--- config.mk ---
export PLATFORM = sky130hd
export DESIGN_NAME = rv32imac_fetch_align
export DESIGN_NICKNAME = d
export VERILOG_FILES = /design/src/rtl/rv32_pkg.sv /design/src/rtl/rv32imac_hw_fifo.sv /design/src/rtl/rv32imac_fetch_align.sv
export SDC_FILE = /design/constraint.sdc
export NUM_CORES = 1
export LEC_CHECK = 0
export CORE_ASPECT_RATIO = 0.5
export CORE_MARGIN = 5
export CORE_UTILIZATION = 60
export DETAILED_ROUTE_END_ITERATION = 10
export DONT_BUFFER_PORTS = 1
export PLACE_DENSITY = 0.82
export SETUP_SLACK_MARGIN = 0.02
export SLEW_MARGIN = 20
export SYNTH_ARGS = -nofsm -noshare
export SYNTH_HDL_FRONTEND = slang
export SYNTH_SLANG_ARGS = --single-unit
--- constraint.sdc ---
create_clock -name clk_i -period 6.45 [get_ports clk_i]
set_input_delay 0.645 -clock clk_i [delete_from_list [all_inputs] [get_ports clk_i]]
set_output_delay 0.645 -clock clk_i [all_outputs]
set_load 0.02 [all_outputs]
--- src/rtl/rv32_pkg.sv ---
// Shared types for the RV32IMAC fetch/align slice: buffered halfword entry,
// request FSM states and the compressed-encoding test.
package rv32_pkg;

    localparam int FETCH_BUF_HW_DEFAULT = 6;

    typedef struct packed {
        logic [15:0] data;
        logic        err;
    } fetch_hw_t;

    typedef enum logic [1:0] {
        ST_IDLE,
        ST_REQ,
        ST_WAIT
    } req_state_t;

    // Any encoding whose low two bits are not 2'b11 is a 16-bit instruction.
    function automatic logic hw_is_compressed(input logic [15:0] hw);
        return hw[1:0] != 2'b11;
    endfunction

endpackage

--- src/rtl/rv32imac_hw_fifo.sv ---
// Circular halfword buffer that accepts and retires up to two entries per cycle
// and exposes the two oldest entries for instruction realignment.
module rv32imac_hw_fifo
    import rv32_pkg::*;
#(
    parameter int DEPTH = FETCH_BUF_HW_DEFAULT
) (
    input  logic                         clk,
    input  logic                         rst_n,
    input  logic                         flush,
    input  logic [1:0]                   push_cnt,
    input  fetch_hw_t                    push_hw0,
    input  fetch_hw_t                    push_hw1,
    input  logic [1:0]                   pop_cnt,
    output fetch_hw_t                    head0,
    output fetch_hw_t                    head1,
    output logic [$clog2(DEPTH+1)-1:0]   count
);

    localparam int PW = $clog2(DEPTH);
    localparam int CW = $clog2(DEPTH + 1);
    localparam logic [PW:0] DEPTH_W = (PW + 1)'(DEPTH);

    fetch_hw_t     mem [DEPTH];
    logic [PW-1:0] rd_ptr;
    logic [PW-1:0] wr_ptr;

    // Depth need not be a power of two, so pointers wrap explicitly.
    function automatic logic [PW-1:0] advance(input logic [PW-1:0] ptr, input logic [1:0] step);
        logic [PW:0] sum;
        sum = {1'b0, ptr} + (PW + 1)'(step);
        if (sum >= DEPTH_W) begin
            sum = sum - DEPTH_W;
        end
        return sum[PW-1:0];
    endfunction

    always_ff @(posedge clk or negedge rst_n) begin
        if (!rst_n) begin
            rd_ptr <= '0;
            wr_ptr <= '0;
            count  <= '0;
        end else if (flush) begin
            rd_ptr <= '0;
            wr_ptr <= '0;
            count  <= '0;
        end else begin
            rd_ptr <= advance(rd_ptr, pop_cnt);
            wr_ptr <= advance(wr_ptr, push_cnt);
            count  <= count + CW'(push_cnt) - CW'(pop_cnt);
        end
    end

    always_ff @(posedge clk) begin
        if (!flush && push_cnt != 2'd0) begin
            mem[wr_ptr] <= push_hw0;
        end
        if (!flush && push_cnt == 2'd2) begin
            mem[advance(wr_ptr, 2'd1)] <= push_hw1;
        end
    end

    assign head0 = mem[rd_ptr];
    assign head1 = mem[advance(rd_ptr, 2'd1)];

endmodule

--- src/rtl/rv32imac_fetch_align.sv ---
// Fetch stage: issues word reads, buffers halfwords, realigns 16/32-bit
// instructions and handles redirects by discarding the stale in-flight response.
module rv32imac_fetch_align
    import rv32_pkg::*;
#(
    parameter logic        RV32C     = 1'b1,
    parameter int          BUF_HW    = FETCH_BUF_HW_DEFAULT,
    parameter logic [31:0] BOOT_ADDR = 32'h8000_0000
) (
    input  logic        clk_i,
    input  logic        rst_ni,
    input  logic        flush_i,
    input  logic [31:0] flush_pc_i,
    output logic        imem_req_o,
    output logic [31:0] imem_addr_o,
    input  logic        imem_gnt_i,
    input  logic        imem_rvalid_i,
    input  logic [31:0] imem_rdata_i,
    input  logic        imem_err_i,
    output logic [31:0] instr_o,
    output logic        instr_valid_o,
    output logic        instr_compressed_o,
    output logic [31:0] instr_pc_o,
    output logic        instr_fault_o,
    input  logic        instr_ready_i
);

    localparam int          CW      = $clog2(BUF_HW + 1);
    localparam logic [CW-1:0] DEPTH_C = CW'(BUF_HW);
    localparam logic [31:0] BOOT_PC = BOOT_ADDR & ~32'd1;

    req_state_t  state;
    req_state_t  state_next;
    logic [31:0] fetch_pc;
    logic [31:0] fetch_pc_next;
    logic [31:0] req_addr;
    logic [31:0] flush_target;
    logic        drop;
    logic        drop_next;
    logic [CW-1:0] count;
    logic [CW-1:0] free;
    fetch_hw_t   h0;
    fetch_hw_t   h1;
    fetch_hw_t   push_hw0;
    fetch_hw_t   push_hw1;
    logic [1:0]  push_cnt;
    logic [1:0]  pop_cnt;
    logic        is_c;
    logic        enough;

    assign flush_target = flush_pc_i & ~32'd1;
    assign free         = DEPTH_C - count;
    assign imem_req_o   = (state == ST_REQ);
    assign imem_addr_o  = req_addr & ~32'd3;

    // A request made while the old path was live becomes stale on redirect;
    // it must never advance fetch_pc and its response is dropped.
    always_comb begin
        state_next    = state;
        fetch_pc_next = fetch_pc;
        drop_next     = drop;
        unique case (state)
            ST_IDLE: if (flush_i || free >= CW'(2)) state_next = ST_REQ;
            ST_REQ:  if (imem_gnt_i) state_next = ST_WAIT;
            ST_WAIT: if (imem_rvalid_i) state_next = ST_IDLE;
            default: state_next = ST_IDLE;
        endcase
        if (flush_i) begin
            fetch_pc_next = flush_target;
            drop_next     = (state == ST_REQ) || (state == ST_WAIT && !imem_rvalid_i);
        end else begin
            if (state == ST_REQ && imem_gnt_i && !drop) begin
                fetch_pc_next = {fetch_pc[31:2] + 30'd1, 2'b00};
            end
            if (state == ST_WAIT && imem_rvalid_i) begin
                drop_next = 1'b0;
            end
        end
    end

    // After a redirect to an odd halfword the lower half of the first word is skipped.
    always_comb begin
        push_cnt = 2'd0;
        push_hw0 = '{data: imem_rdata_i[15:0], err: imem_err_i};
        push_hw1 = '{data: imem_rdata_i[31:16], err: imem_err_i};
        if (state == ST_WAIT && imem_rvalid_i && !drop && !flush_i) begin
            if (req_addr[1]) begin
                push_cnt = 2'd1;
                push_hw0 = push_hw1;
            end else begin
                push_cnt = 2'd2;
            end
        end
    end

    always_comb begin
        is_c               = RV32C && hw_is_compressed(h0.data);
        enough             = is_c ? (count != '0) : (count >= CW'(2));
        instr_valid_o      = enough && !flush_i;
        instr_compressed_o = is_c;
        instr_o            = is_c ? {16'h0000, h0.data} : {h1.data, h0.data};
        instr_fault_o      = is_c ? h0.err : (h0.err | h1.err);
        pop_cnt            = 2'd0;
        if (instr_valid_o && instr_ready_i) begin
            pop_cnt = is_c ? 2'd1 : 2'd2;
        end
    end

    always_ff @(posedge clk_i or negedge rst_ni) begin
        if (!rst_ni) begin
            state      <= ST_IDLE;
            fetch_pc   <= BOOT_PC;
            req_addr   <= BOOT_PC;
            instr_pc_o <= BOOT_PC;
            drop       <= 1'b0;
        end else begin
            state    <= state_next;
            fetch_pc <= fetch_pc_next;
            drop     <= drop_next;
            if (state == ST_IDLE && state_next == ST_REQ) begin
                req_addr <= fetch_pc_next;
            end
            if (flush_i) begin
                instr_pc_o <= flush_target;
            end else if (pop_cnt != 2'd0) begin
                instr_pc_o <= instr_pc_o + ((pop_cnt == 2'd2) ? 32'd4 : 32'd2);
            end
        end
    end

    rv32imac_hw_fifo #(
        .DEPTH(BUF_HW)
    ) u_fifo (
        .clk     (clk_i),
        .rst_n   (rst_ni),
        .flush   (flush_i),
        .push_cnt(push_cnt),
        .push_hw0(push_hw0),
        .push_hw1(push_hw1),
        .pop_cnt (pop_cnt),
        .head0   (h0),
        .head1   (h1),
        .count   (count)
    );

endmodule

==> impl_metrics.ini <==
[setup_path]
rr_startpoint = u_fifo.rd_ptr[0]$_DFF_PN0_
worst_setup_path_startpoint = u_fifo.rd_ptr[0]$_DFF_PN0_
timing.critical_path.required_ns = 5.80
worst-endpoint-arrival_ns = 4.49
worst-path-max-fanout = 37
rrSetupSlack_ns = 1.81
timing.critical_path.from_type = flop
timing.critical_path.to_type = output pin
worstSetupPathType = flop to output pin
reg2regPathDepth = 12

[timing]
rsz_0062_raised_after_global_routing = no
timing.setup.tns_ns = 0
worst_slew_margin_rel = 0.262
clock-skew-final_ns = 0.0105
share_of_the_cycle_needed_by_the_critical_path_after_routing = 0.795
max_clock_freq_ghz = 0.195
finalSetupViolations = 0
min_period_ns = 5.13
timing.final.max_slew_violations = 0
tightestPinTransition_ns = 1.11
hold_violations = 0

[detailed_routing]
routed_wirelength_mm = 32.0
route.vias.total = 8865
drt.antenna.violating_nets = 0
iteration_0_drc_markers = 925
drt-wirelength-per-cell_um = 24.0
drcViolationCount = 0
firstDrtPassIters = 5
vias_per_cell = 6.66

[synthesis]
async_reset_ff_frac = 0.507
yosys_register_bits = 207
synth_cell_types = 62
synth_top_flop_cell = edfxtp_1
number_of_flops_mapped_to_enable_cells_by_yosys = 102
syn_inst = 1107
syn-mean-instance-area_um2 = 11.1
post_synth_instance_area_mm2 = 0.0123
yosys_warnings = 0
seq_area_frac_synth = 0.464

[layout]
finish.net_count = 1140
postLayoutCellArea_mm2 = 0.0130
area.growth.synth_to_final_pct = 5.77
top_library_cells_by_usage_in_the_layout_fill_and_taps_aside = mux2_2, edfxtp_1, dfrtp_1
layout.cells.most_common = mux2_2
finalNonFillerCells = 1332
drive_above_1_share = 0.229
n_antenna_cell = 0

[clock_tree]
cts_tree = built
tritoncts.num_buffers = 20
root_buffer = clkbuf_16
numClockSinks = 207
post_cts_buffers = 0
clock_path_buffers = 3
clock_tree.htree_level_count = 1
clkLatencyLatePin_ns = 0.51
ctsHoldBuffers = 1
cts-resized-gates = 0
worst_setup_hold_path_clk_slew_ns = 0.07

[die]
fp.coreArea_mm2 = 0.0203
starting_density_of_the_core = 0.604
die_height_um = 111
die_w_um = 212
std_cell_rows = 37
ios = 171
die_area_mm2 = 0.0236

[grt]
grt_antenna_before_repair = 0
grt_start_max_net_pins = 106
grt_remaining_overflow = 0
grt_pass1_vias = 8895
grt.total_usage = 0.266
grt_pass1_wl_mm = 50.2

[power]
total_power_w = 0.00396
ir_drop_uv = 160
cellLeakagePower_nw = 4.79
power.density_mw_per_mm2 = 305

[place]
place_hpwl_mm = 21.0
place.port_buffers = 0
place_inst = 1296
placedInstanceArea_mm2 = 0.0123
globalplace.congestion = 0.839

[outcome]
status = complete, no violations

[flow_run]
drv_cap = 0

[min_path]
worstHoldPathType = primary input to asynchronous set/reset pin
[routing by layer]
| metal | GRT usage | up-vias | routed length [µm] |
|---|---|---|---|
| met3 | 0.0630 | 71 | 2900 |
| met5 | 0 | - | 0 |
| met2 | 0.438 | 421 | 15400 |
| li1 | - | 3956 | - |
| met4 | 0.0818 | 0 | 1020 |
| met1 | 0.353 | 4417 | 12600 |
[cells by family (layout without fill, tap and decap cells)]
family	after synthesis	after routing	synth area share
and+or+nand+nor	304	304	0.122
DFF	207	207	0.464
AOI/OAI and AO/OA	203	203	0.109
muxes	195	195	0.193
buffers and inverters	125	75	0.0499
xor gates and xnor gates	50	50	0.0357
adders and majority gates	22	22	0.0255
other	1	3	0.000305
[registers in the layout, indices dropped and copies added, names as in the netlist]
signal / count
fetch_pc: 31
u_fifo.rd_ptr: 3
drop: 1
u_fifo.mem: 102
instr_pc_o: 31
u_fifo.count: 3
req_addr: 31
u_fifo.wr_ptr: 3
state: 2
[layout make-up]
class	instances	area, µm²
clock buffer	27	568
clock inverter	7	109
timing repair buffer	16	144
tap	273	342
fill	1530	7340
sequential	207	5700
inverter	25	93.8
multi-input combinational	777	6040
[through the flow]
stage / worst slack (ns) / utilization / hold slack [ns]
2_1_floorplan: 2.62 / - / 0.349
3_3_place_gp: 1.92 / 0.604 / 0.353
3_5_place_dp: 1.85 / 0.604 / 0.352
4_1_cts: 1.34 / 0.638 / 0.0967
5_1_grt: 1.14 / 0.639 / 0.113
6_report: 1.32 / 0.639 / 0.0534
[final timing paths]
check / end
setup / recovery: instr_fault_o
hold / removal: instr_pc_o[27]$_DFFE_PN0N_
setup reg to reg: instr_pc_o[24]$_DFFE_PN0N_
hold reg to reg: req_addr[1]$_DFFE_PN0P_
max in group asynchronous: u_fifo.rd_ptr[0]$_DFF_PN0_
min in group clk_i: u_fifo.rd_ptr[0]$_DFF_PN0_
[cell usage after synthesis (6+ instances only)]
cell type | instances | area share
mux2_2 | 154 | 0.14
dfrtp_1 | 102 | 0.21
edfxtp_1 | 102 | 0.25
nor2_1 | 101 | 0.031
o21ai_0 | 52 | 0.021
clkbuf_1 | 50 | 0.015
nand3_1 | 49 | 0.020
a31oi_1 | 42 | 0.021
nand2_1 | 40 | 0.012
buf_4 | 34 | 0.021
a21oi_1 | 31 | 0.013
xnor2_1 | 31 | 0.022
inv_1 | 24 | 0.0073
nor3_1 | 22 | 0.0090
mux2i_1 | 21 | 0.017
xor2_1 | 19 | 0.014
mux4_2 | 18 | 0.033
ha_1 | 17 | 0.017
a22o_1 | 16 | 0.011
buf_1 | 13 | 0.0040
nand2b_1 | 13 | 0.0066
o31ai_1 | 13 | 0.0079
nor4_1 | 12 | 0.0061
and3_1 | 11 | 0.0056
or3_1 | 11 | 0.0056
nand4_1 | 9 | 0.0046
nor2b_1 | 9 | 0.0046
a21boi_0 | 7 | 0.0043
o21a_1 | 7 | 0.0043
and2_1 | 6 | 0.0031
o2111ai_1 | 6 | 0.0043
[worst max-delay path: stages, from the launching register on]
cell and delay (ns):
dfrtp_2 1.10, ha_1 0.36, nand2b_1 0.07, a21boi_0 0.57, or3_1 0.65, buf_4 0.37, nand2_1 0.09, mux4_2 0.29
a311o_1 0.47
[power breakdown]
part,internal (W),switching [W]
Sequential,0.00156,0.000311
Clock,0.000736,0.000513
Combinational,0.000370,0.000465
(Power assumes the default switching activity.)
